===== config.mk =====
export PLATFORM = sky130hd
export DESIGN_NAME = ov7670_pattern_gen
export DESIGN_NICKNAME = d
export VERILOG_FILES = /design/src/rtl/ov7670_pattern_gen.sv
export SDC_FILE = /design/constraint.sdc
export NUM_CORES = 1
export LEC_CHECK = 0
export CAP_MARGIN = 15
export CORE_MARGIN = 2
export CORE_UTILIZATION = 45
export CTS_BUF_LIST = sky130_fd_sc_hd__clkbuf_16
export DETAILED_ROUTE_END_ITERATION = 8
export PLACE_DENSITY = 0.64
export SYNTH_ARGS = -nofsm -noshare
export SYNTH_HDL_FRONTEND = slang
export SYNTH_SLANG_ARGS = --single-unit

===== constraint.sdc =====
create_clock -name pclk -period 4.17 [get_ports pclk]
set_input_delay 1.251 -clock pclk [delete_from_list [all_inputs] [get_ports pclk]]
set_output_delay 1.251 -clock pclk [all_outputs]
set_load 0.1 [all_outputs]

===== src/rtl/ov7670_pattern_gen.sv =====
// ov7670_pattern_gen: OV7670-style RGB565 timing emulator driving deterministic test patterns
module ov7670_pattern_gen #(
   parameter int H_ACTIVE    = 160,
   parameter int H_BLANK     = 64,
   parameter int VSYNC_LINES = 3,
   parameter int V_BACK      = 17,
   parameter int V_ACTIVE    = 120,
   parameter int V_FRONT     = 10
) (
   input  logic        pclk,
   input  logic        rst,
   input  logic        enable,
   input  logic [1:0]  pattern,
   input  logic [15:0] solid_color,
   output logic        vsync,
   output logic        href,
   output logic [7:0]  px_data,
   output logic        frame_done,
   output logic [15:0] frame_count
);
   localparam int H_TOTAL = 2*H_ACTIVE + H_BLANK;
   localparam int V_TOTAL = VSYNC_LINES + V_BACK + V_ACTIVE + V_FRONT;
   localparam int V_START = VSYNC_LINES + V_BACK;
   localparam int V_END   = V_START + V_ACTIVE;
   localparam int BAR_W   = H_ACTIVE / 8;
   localparam int HW      = $clog2(H_TOTAL) > 10 ? $clog2(H_TOTAL) : 10;
   localparam int VW      = $clog2(V_TOTAL) > 9 ? $clog2(V_TOTAL) : 9;
   localparam logic [15:0] BARS [8] = '{16'hFFFF, 16'hFFE0, 16'h07FF, 16'h07E0,
                                        16'hF81F, 16'hF800, 16'h001F, 16'h0000};
   typedef enum logic {IDLE, RUN} state_t;
   state_t          state;
   logic [HW-1:0]   h_cnt, nh;
   logic [VW-1:0]   v_cnt, nv;
   logic [1:0]      pat, npat;
   logic [15:0]     solid, nsolid, rgb;
   logic [4:0]      b_px, nb_px;
   logic [2:0]      b_idx, nb_idx;
   logic            h_last, f_last, restart, run_next, active, y3, new_px, bar_end;
   // Outputs are registered from the next position so they line up with the counters.
   always_comb begin
      h_last   = h_cnt == HW'(H_TOTAL-1);
      f_last   = h_last && v_cnt == VW'(V_TOTAL-1);
      restart  = state == IDLE || f_last;
      run_next = restart ? enable : 1'b1;
      nh       = (restart || h_last) ? '0 : h_cnt + 1'b1;
      nv       = restart ? '0 : h_last ? v_cnt + 1'b1 : v_cnt;
      npat     = restart ? pattern : pat;
      nsolid   = restart ? solid_color : solid;
      new_px   = !nh[0];
      bar_end  = b_px == 5'(BAR_W-1);
      nb_px    = nh == '0 ? '0 : new_px ? (bar_end ? '0 : b_px + 1'b1) : b_px;
      nb_idx   = nh == '0 ? '0 : (new_px && bar_end) ? b_idx + 1'b1 : b_idx;
      y3       = 1'((nv - VW'(V_START)) >> 3);
      active   = nv >= VW'(V_START) && nv < VW'(V_END) && nh < HW'(2*H_ACTIVE);
      rgb      = npat == 2'd0 ? nsolid :
                 npat == 2'd1 ? BARS[nb_idx] :
                 npat == 2'd2 ? {nh[8:4], nh[8:3], nh[8:4]} :
                 {16{nh[4] ^ y3}};
   end
   always_ff @(posedge pclk) begin
      if (rst) begin
         state       <= IDLE;
         h_cnt       <= '0;
         v_cnt       <= '0;
         pat         <= '0;
         solid       <= '0;
         b_px        <= '0;
         b_idx       <= '0;
         vsync       <= 1'b0;
         href        <= 1'b0;
         px_data     <= '0;
         frame_done  <= 1'b0;
         frame_count <= '0;
      end else begin
         frame_done <= state == RUN && f_last;
         if (state == RUN && f_last)
            frame_count <= frame_count + 1'b1;
         if (run_next) begin
            state   <= RUN;
            h_cnt   <= nh;
            v_cnt   <= nv;
            pat     <= npat;
            solid   <= nsolid;
            b_px    <= nb_px;
            b_idx   <= nb_idx;
            vsync   <= nv < VW'(VSYNC_LINES);
            href    <= active;
            px_data <= active ? (nh[0] ? rgb[7:0] : rgb[15:8]) : '0;
         end else begin
            state   <= IDLE;
            h_cnt   <= '0;
            v_cnt   <= '0;
            b_px    <= '0;
            b_idx   <= '0;
            vsync   <= 1'b0;
            href    <= 1'b0;
            px_data <= '0;
         end
      end
   end
endmodule


==> results of run 1 <==
## logic make-up (layout without fill, tap and decap cells)
| family | Yosys count | in the layout | synth area share, % |
|---|---|---|---|
| adder cells (fa/ha/maj) | 7 | 7 | 2.20 |
| flip-flops | 73 | 73 | 36.7 |
| multiplexers | 15 | 15 | 3.83 |
| AND/OR/NAND/NOR | 212 | 212 | 26.7 |
| buffers and inverters | 39 | 73 | 4.90 |
| XOR/XNOR | 33 | 33 | 7.26 |
| AO/OA/AOI/OAI | 103 | 103 | 18.4 |
## layer usage
metal,GRT usage (%),wire length (um)
met1,29.9,4580
met2,30.7,4270
met3,4.72,587
met4,10.1,221
met5,0,0
## state kept, by name, summed over array words and instances, names as in the netlist
name,flops
frame_count,16
solid,16
h_cnt,10
v_cnt,9
px_data,8
b_px,5
b_idx,3
pat,2
frame_done,1
href,1
state,1
vsync,1
## final timing paths
check	startpoint	endpoint	slack, ns	cells past startpoint
worst max-delay path	h_cnt[0]	px_data[3]	0.56	10
worst min-delay path	solid[13]	solid[13]	0.45	2
worst max register to register	h_cnt[0]	px_data[3]	0.56	10
worst min register to register	solid[13]	solid[13]	0.45	2
## metrics by stage
stage,setup WS [ns],std cells,cell area [sq um],utilization (%)
floorplan,0.986,482,3980,-
global placement,0.754,608,4450,51.5
detailed placement,0.640,608,4450,51.5
global route,0.251,624,4760,55.1
finish,0.563,624,4760,55.1
CTS,0.598,624,4760,55.1
## synthesized netlist by cell type, drive strengths merged, types with 3 or more instances
library cell   n
a311oi         4
ha             7
nor2          41
o31a           4
clkbuf        14
o21ai         13
nand4         12
and2           3
dfxtp         73
o21a           6
a211oi         3
mux2i         13
or2            3
a31oi          6
inv            6
nor2b          3
nor3b          3
nand2b         5
nor4           4
xnor2         12
a221oi        10
and3           7
nor3          19
nand2         80
a21oi         36
xor2          21
nand3         21
or3            3
buf           19
a21o           4
## area by class of cell
cell class / count / share of cell area, %
clock buffer: 9 / 4.73
clock inverter: 7 / 1.81
inverter: 6 / 0.473
multi-input combinational: 370 / 48.9
sequential: 73 / 30.7
tap: 108 / 2.84
timing repair buffer: 51 / 10.5
## power by group through the flow
stage                     Combinational, mW  Sequential [mW]  Clock [mW]
after detailed placement              0.159            0.734           0
after global placement                0.159            0.734           0
final                                 0.161            0.719       0.813
after CTS                             0.160            0.719       0.827
after floorplan                       0.108            0.736           0
after global routing                  0.177            0.721       0.862
## placed cells by master (no fill, tap or decap), types with 3 or more instances in the layout
cell,netlist,layout
and2_1,3,3
nor2_1,41,41
a221oi_1,10,10
o21a_1,6,6
inv_1,6,8
and3_1,7,7
nor4_1,3,3
nand2b_1,4,4
nor3b_1,3,3
buf_4,1,4
mux2i_1,13,13
a21o_1,4,4
xnor2_1,12,12
dfxtp_1,73,73
xor2_1,21,21
nor2b_1,3,3
o31a_1,4,4
nand2_1,79,79
nor3_2,3,3
nand3_1,20,20
a21oi_1,36,36
a311oi_1,3,3
clkdlybuf4s50_1,0,47
o21ai_0,11,11
clkbuf_16,0,9
a211oi_1,3,3
a31oi_1,6,6
nand4_1,11,11
ha_1,7,7
nor3_1,16,16
or3_1,3,3
## worst min-delay path: stages, from the launching register on
cell     delay, ns
dfxtp_1       0.30
nand2_1       0.05
a21oi_1       0.05
==> results.yml, run 1 <==
run_status:
  status: "finished clean"
detailed_routing:
  vias_per_cell: 5.70
  antenna_left: 0
  wl_mm: 9.66
  drt_iter0_drc: 268
  first_pass_iters: 5
  drc: 0
  vias: 3554
  wire_per_inst_um: 15.5
logic_synthesis:
  synth_top_area_share_pct: 36.7
  syn_avg_cell_area_sq_um: 8.27
  ys_seq_area_share_pct: 36.7
  synth_seq_cells: 73
  synth_area_leader_cell: "dfxtp_1"
  ys_types: 65
  synth_edf_count: 0
  synth_area_leaders: "dfxtp_1 37%, nand2_1 7.4%, xor2_1 4.6%"
  synth_cells: 482
  synth_warnings: 0
  async_reset_ff_share_pct: 0
  syn_nets: 510
  synth_ff_type: "dfxtp_1"
  syn_area_sq_um: 3980
final_layout:
  area_delta_synth_final_pct: 19.4
  diodes: 0
  fillers: 826
  nNetsFinal: 539
  seq_area_sq_um: 1460
  drive_above_1_share_pct: 7.95
  multi_input_area_sq_um: 2330
placement:
  port_buffers: 47
  gp_congestion: 0.897
  hpwlAfterDp_mm: 6.89
pwr:
  combinationalPowerShare_pct: 9.5
  ir_drop_v: 0.000189
  intPower_mw: 1.29
  power_mw: 1.69
  power_frac_clock_pct: 48.0
  seq_power_share_pct: 42.5
  swShare_pct: 23.7
  p_leak_nw: 1.73
  powerDensity_nw_per_um2: 356
  p_sw_uw: 402
sta:
  slew_violations: 0
  finalSetupViolCount: 0
  clock_skew_ns: 0.00650
  slew_headroom_pct: 33.3
  max_freq_mhz: 277
  tns_ns: 0
  rsz0062_at_grt: "no"
  period_needed_ns: 3.61
  hold-worst-slack_ns: 0.451
  fin_crit_sh_pct: 86.5
  tightest_slew_ns: 0.998
  finalHoldViolCount: 0
setup_path:
  crit_chain: "ha_1, and4_1, nand3_4, o21ai_4, buf_4, mux2i_1, or2_1, a21o_1, a21oi_1, o31a_1"
  critPathSlowestCell: "mux2i_1"
  path_buf_inv: 1
  required_ns: 4.40
  critPathCaptureType: "flip-flop"
  critPathArrivalTime_ns: 3.83
  crit_path_max_incr_delay_ns: 0.48
  crit_type: "reg -> reg"
  cpLargestDelayFamily: "compound AO/OA/AOI/OAI gates"
  worstPathMaxFanout: 20
  cp-start-kind: "flip-flop"
floorplan:
  core_sq_um: 8640
  die_y_um: 98.1
  fp.dieW_um: 98.1
  io_pins: 48
  rows: 34
  start_util_pct: 46.1
  dieArea_sq_um: 9620
grt:
  grt_pass1_wl_mm: 16.5
  grt_pass1_vias: 3421
  antenna_found_initial: 0
  grt_start_max_net_pins: 44
  grt_overflow: 0
  grt.total_usage_pct: 21.2
min_path:
  hold_path_class: "reg -> reg"
cts:
  ctsHoldBuffers: 0
  h-tree-depth: 3
  cts_root_buf: "clkbuf_16"
  clock_sinks: 73
  insertion_delay_ns: 0.34
  cts_tree: "done"
  cts_buffers: 9
  post_cts.repair.setup_buffers: 0
  cts.clk_slew.worst_paths_ns: 0.06
  clockBufferDepth: 2
  cts-resized-gates: 0
run:
  drv_cap: 0
No activity file was read; power rests on OpenSTA's default activity.
==> inputs of run 2 (changes only) <==
--- a/config.mk
+++ b/config.mk
@@ -6,6 +6,7 @@
 export NUM_CORES = 1
 export LEC_CHECK = 0
 export CAP_MARGIN = 15
+export CORE_ASPECT_RATIO = 1.2
 export CORE_MARGIN = 2
 export CORE_UTILIZATION = 45
 export CTS_BUF_LIST = sky130_fd_sc_hd__clkbuf_16
==> results.yml, run 2 (synthesis gave the netlist of run 1 again) <==
setup_path:
  worstPathMaxFanout: 14
  critPathArrivalTime_ns: 3.74
  crit_path_max_incr_delay_ns: 0.44
  crit_chain: "ha_1, and4_1, nand3_4, o21ai_4, nor2_1, ha_1, xnor2_1, a21oi_1, a21oi_1, a221oi_1, o21a_1"
  cpLargestDelayFamily: "compound AO/OA/AOI/OAI gates"
  cp-start-kind: "flip-flop"
  crit_type: "reg -> reg"
  critPathCaptureType: "flip-flop"
  required_ns: 4.44
  critPathSlowestCell: "dfxtp_1"
  path_buf_inv: 0
sta:
  finalHoldViolCount: 0
  clock_skew_ns: 0.00807
  period_needed_ns: 3.47
  worst_slack_ns: 0.697
  tightest_slew_ns: 0.979
  slew_headroom_pct: 34.5
  hold-worst-slack_ns: 0.453
  slew_violations: 0
  max_freq_mhz: 288
  tns_ns: 0
  finalSetupViolCount: 0
  fin_crit_sh_pct: 83.3
  rsz0062_at_grt: "no"
cts:
  clock_sinks: 73
  clockBufferDepth: 2
  post_cts.repair.setup_buffers: 0
  h-tree-depth: 3
  cts.clk_slew.worst_paths_ns: 0.06
  cts_tree: "done"
  cts_root_buf: "clkbuf_16"
  insertion_delay_ns: 0.33
  cts_buffers: 9
  cts-resized-gates: 0
  ctsHoldBuffers: 0
grt:
  grt_pass1_vias: 3351
  grt_overflow: 0
  grt_start_max_net_pins: 44
  grt.total_usage_pct: 20.5
  grt_pass1_wl_mm: 16.1
  antenna_found_initial: 0
pwr:
  ir_drop_v: 0.000227
  powerDensity_nw_per_um2: 356
  p_leak_nw: 1.72
detailed_routing:
  wl_mm: 9.82
  drt_iter0_drc: 295
  wire_per_inst_um: 15.5
  vias: 3564
  antenna_left: 0
  drc: 0
  first_pass_iters: 5
  vias_per_cell: 5.62
final_layout:
  largestRegisters: "frame_count x16, solid x16, h_cnt x10"
  multi_input_area_sq_um: 2330
  nNetsFinal: 540
  diodes: 0
  drive_above_1_share_pct: 8.32
  fillers: 818
  mostFrequentLayoutCell: "nand2_1"
  finalInstanceArea_sq_um: 4780
  seq_area_sq_um: 1460
  area_delta_synth_final_pct: 20.1
  final_cell_mix: "79 x nand2_1, 73 x dfxtp_1, 47 x clkdlybuf4s50_1"
floorplan:
  start_util_pct: 46.3
  fp.dieW_um: 89.9
  io_pins: 48
  dieArea_sq_um: 9620
  core_sq_um: 8610
  die_y_um: 107
  rows: 37
placement:
  place_area_sq_um: 4470
  gp_congestion: 0.928
  port_buffers: 47
  hpwlAfterDp_mm: 7.01
  post-place-ws_ns: 0.735
min_path:
  hold_path_class: "reg -> reg"
run:
  drv_cap: 0
run_status:
  status: "finished clean"
==> run 2: cell count changes in the layout (fill, tap and decap cells not counted) <==
cell / change
buf_4: +1
clkinv_1: +1
clkinv_2: -1
clkinv_4: +1
clkinvlp_4: +1
inv_1: -2
==> run 2: area by class of cell <==
| class | count | share of cell area, % |
|---|---|---|
| Clock buffer | 9 | 4.71 |
| Inverter | 6 | 0.471 |
| Timing Repair Buffer | 52 | 10.6 |
| Tap cell | 117 | 3.06 |
| Clock inverter | 7 | 1.96 |
| Sequential cell | 73 | 30.5 |
| Multi-Input combinational cell | 370 | 48.6 |
==> run 2: power breakdown <==
part | internal [mW] | switching [mW]
Clock | 0.524 | 0.299
Sequential | 0.710 | 0.00957
Combinational | 0.0635 | 0.0971
Total | 1.30 | 0.405
==> run 2: metal layers <==
metal | GRT usage [%] | vias up | part of all wire, %
li1 | - | 1780 | -
met1 | 26.4 | 1674 | 47
met2 | 34.1 | 94 | 47
met3 | 4.22 | 16 | 3.7
met4 | 8.02 | 0 | 2.0
met5 | 0 | - | 0
==> run 2: through the flow <==
| step | cells | util, % | power (mW) |
|---|---|---|---|
| 4_1_cts | 634 | 55.6 | 1.72 |
| 2_1_floorplan | 482 | - | 0.844 |
| 3_5_place_dp | 618 | 51.9 | 0.894 |
| 3_3_place_gp | 618 | 51.9 | 0.892 |
| 5_1_grt | 634 | 55.6 | 1.77 |
| 6_report | 634 | 55.6 | 1.70 |
==> run 2: tightest hold or removal path: cells and delay by family (launching register included) <==
| kind | cells | cell delay, ns |
|---|---|---|
| AND/OR/NAND/NOR | 1 | 0.05 |
| AO/OA/AOI/OAI | 1 | 0.05 |
| flip-flops | 1 | 0.31 |
==> run 2: worst paths after layout <==
check | startpoint | endpoint | slack, ns | cells past startpoint
worst min-delay path | solid[15] | solid[15] | 0.45 | 2
worst min register to register | solid[15] | solid[15] | 0.45 | 2
worst max-delay path | h_cnt[1] | px_data[4] | 0.70 | 11
worst max register to register | h_cnt[1] | px_data[4] | 0.70 | 11
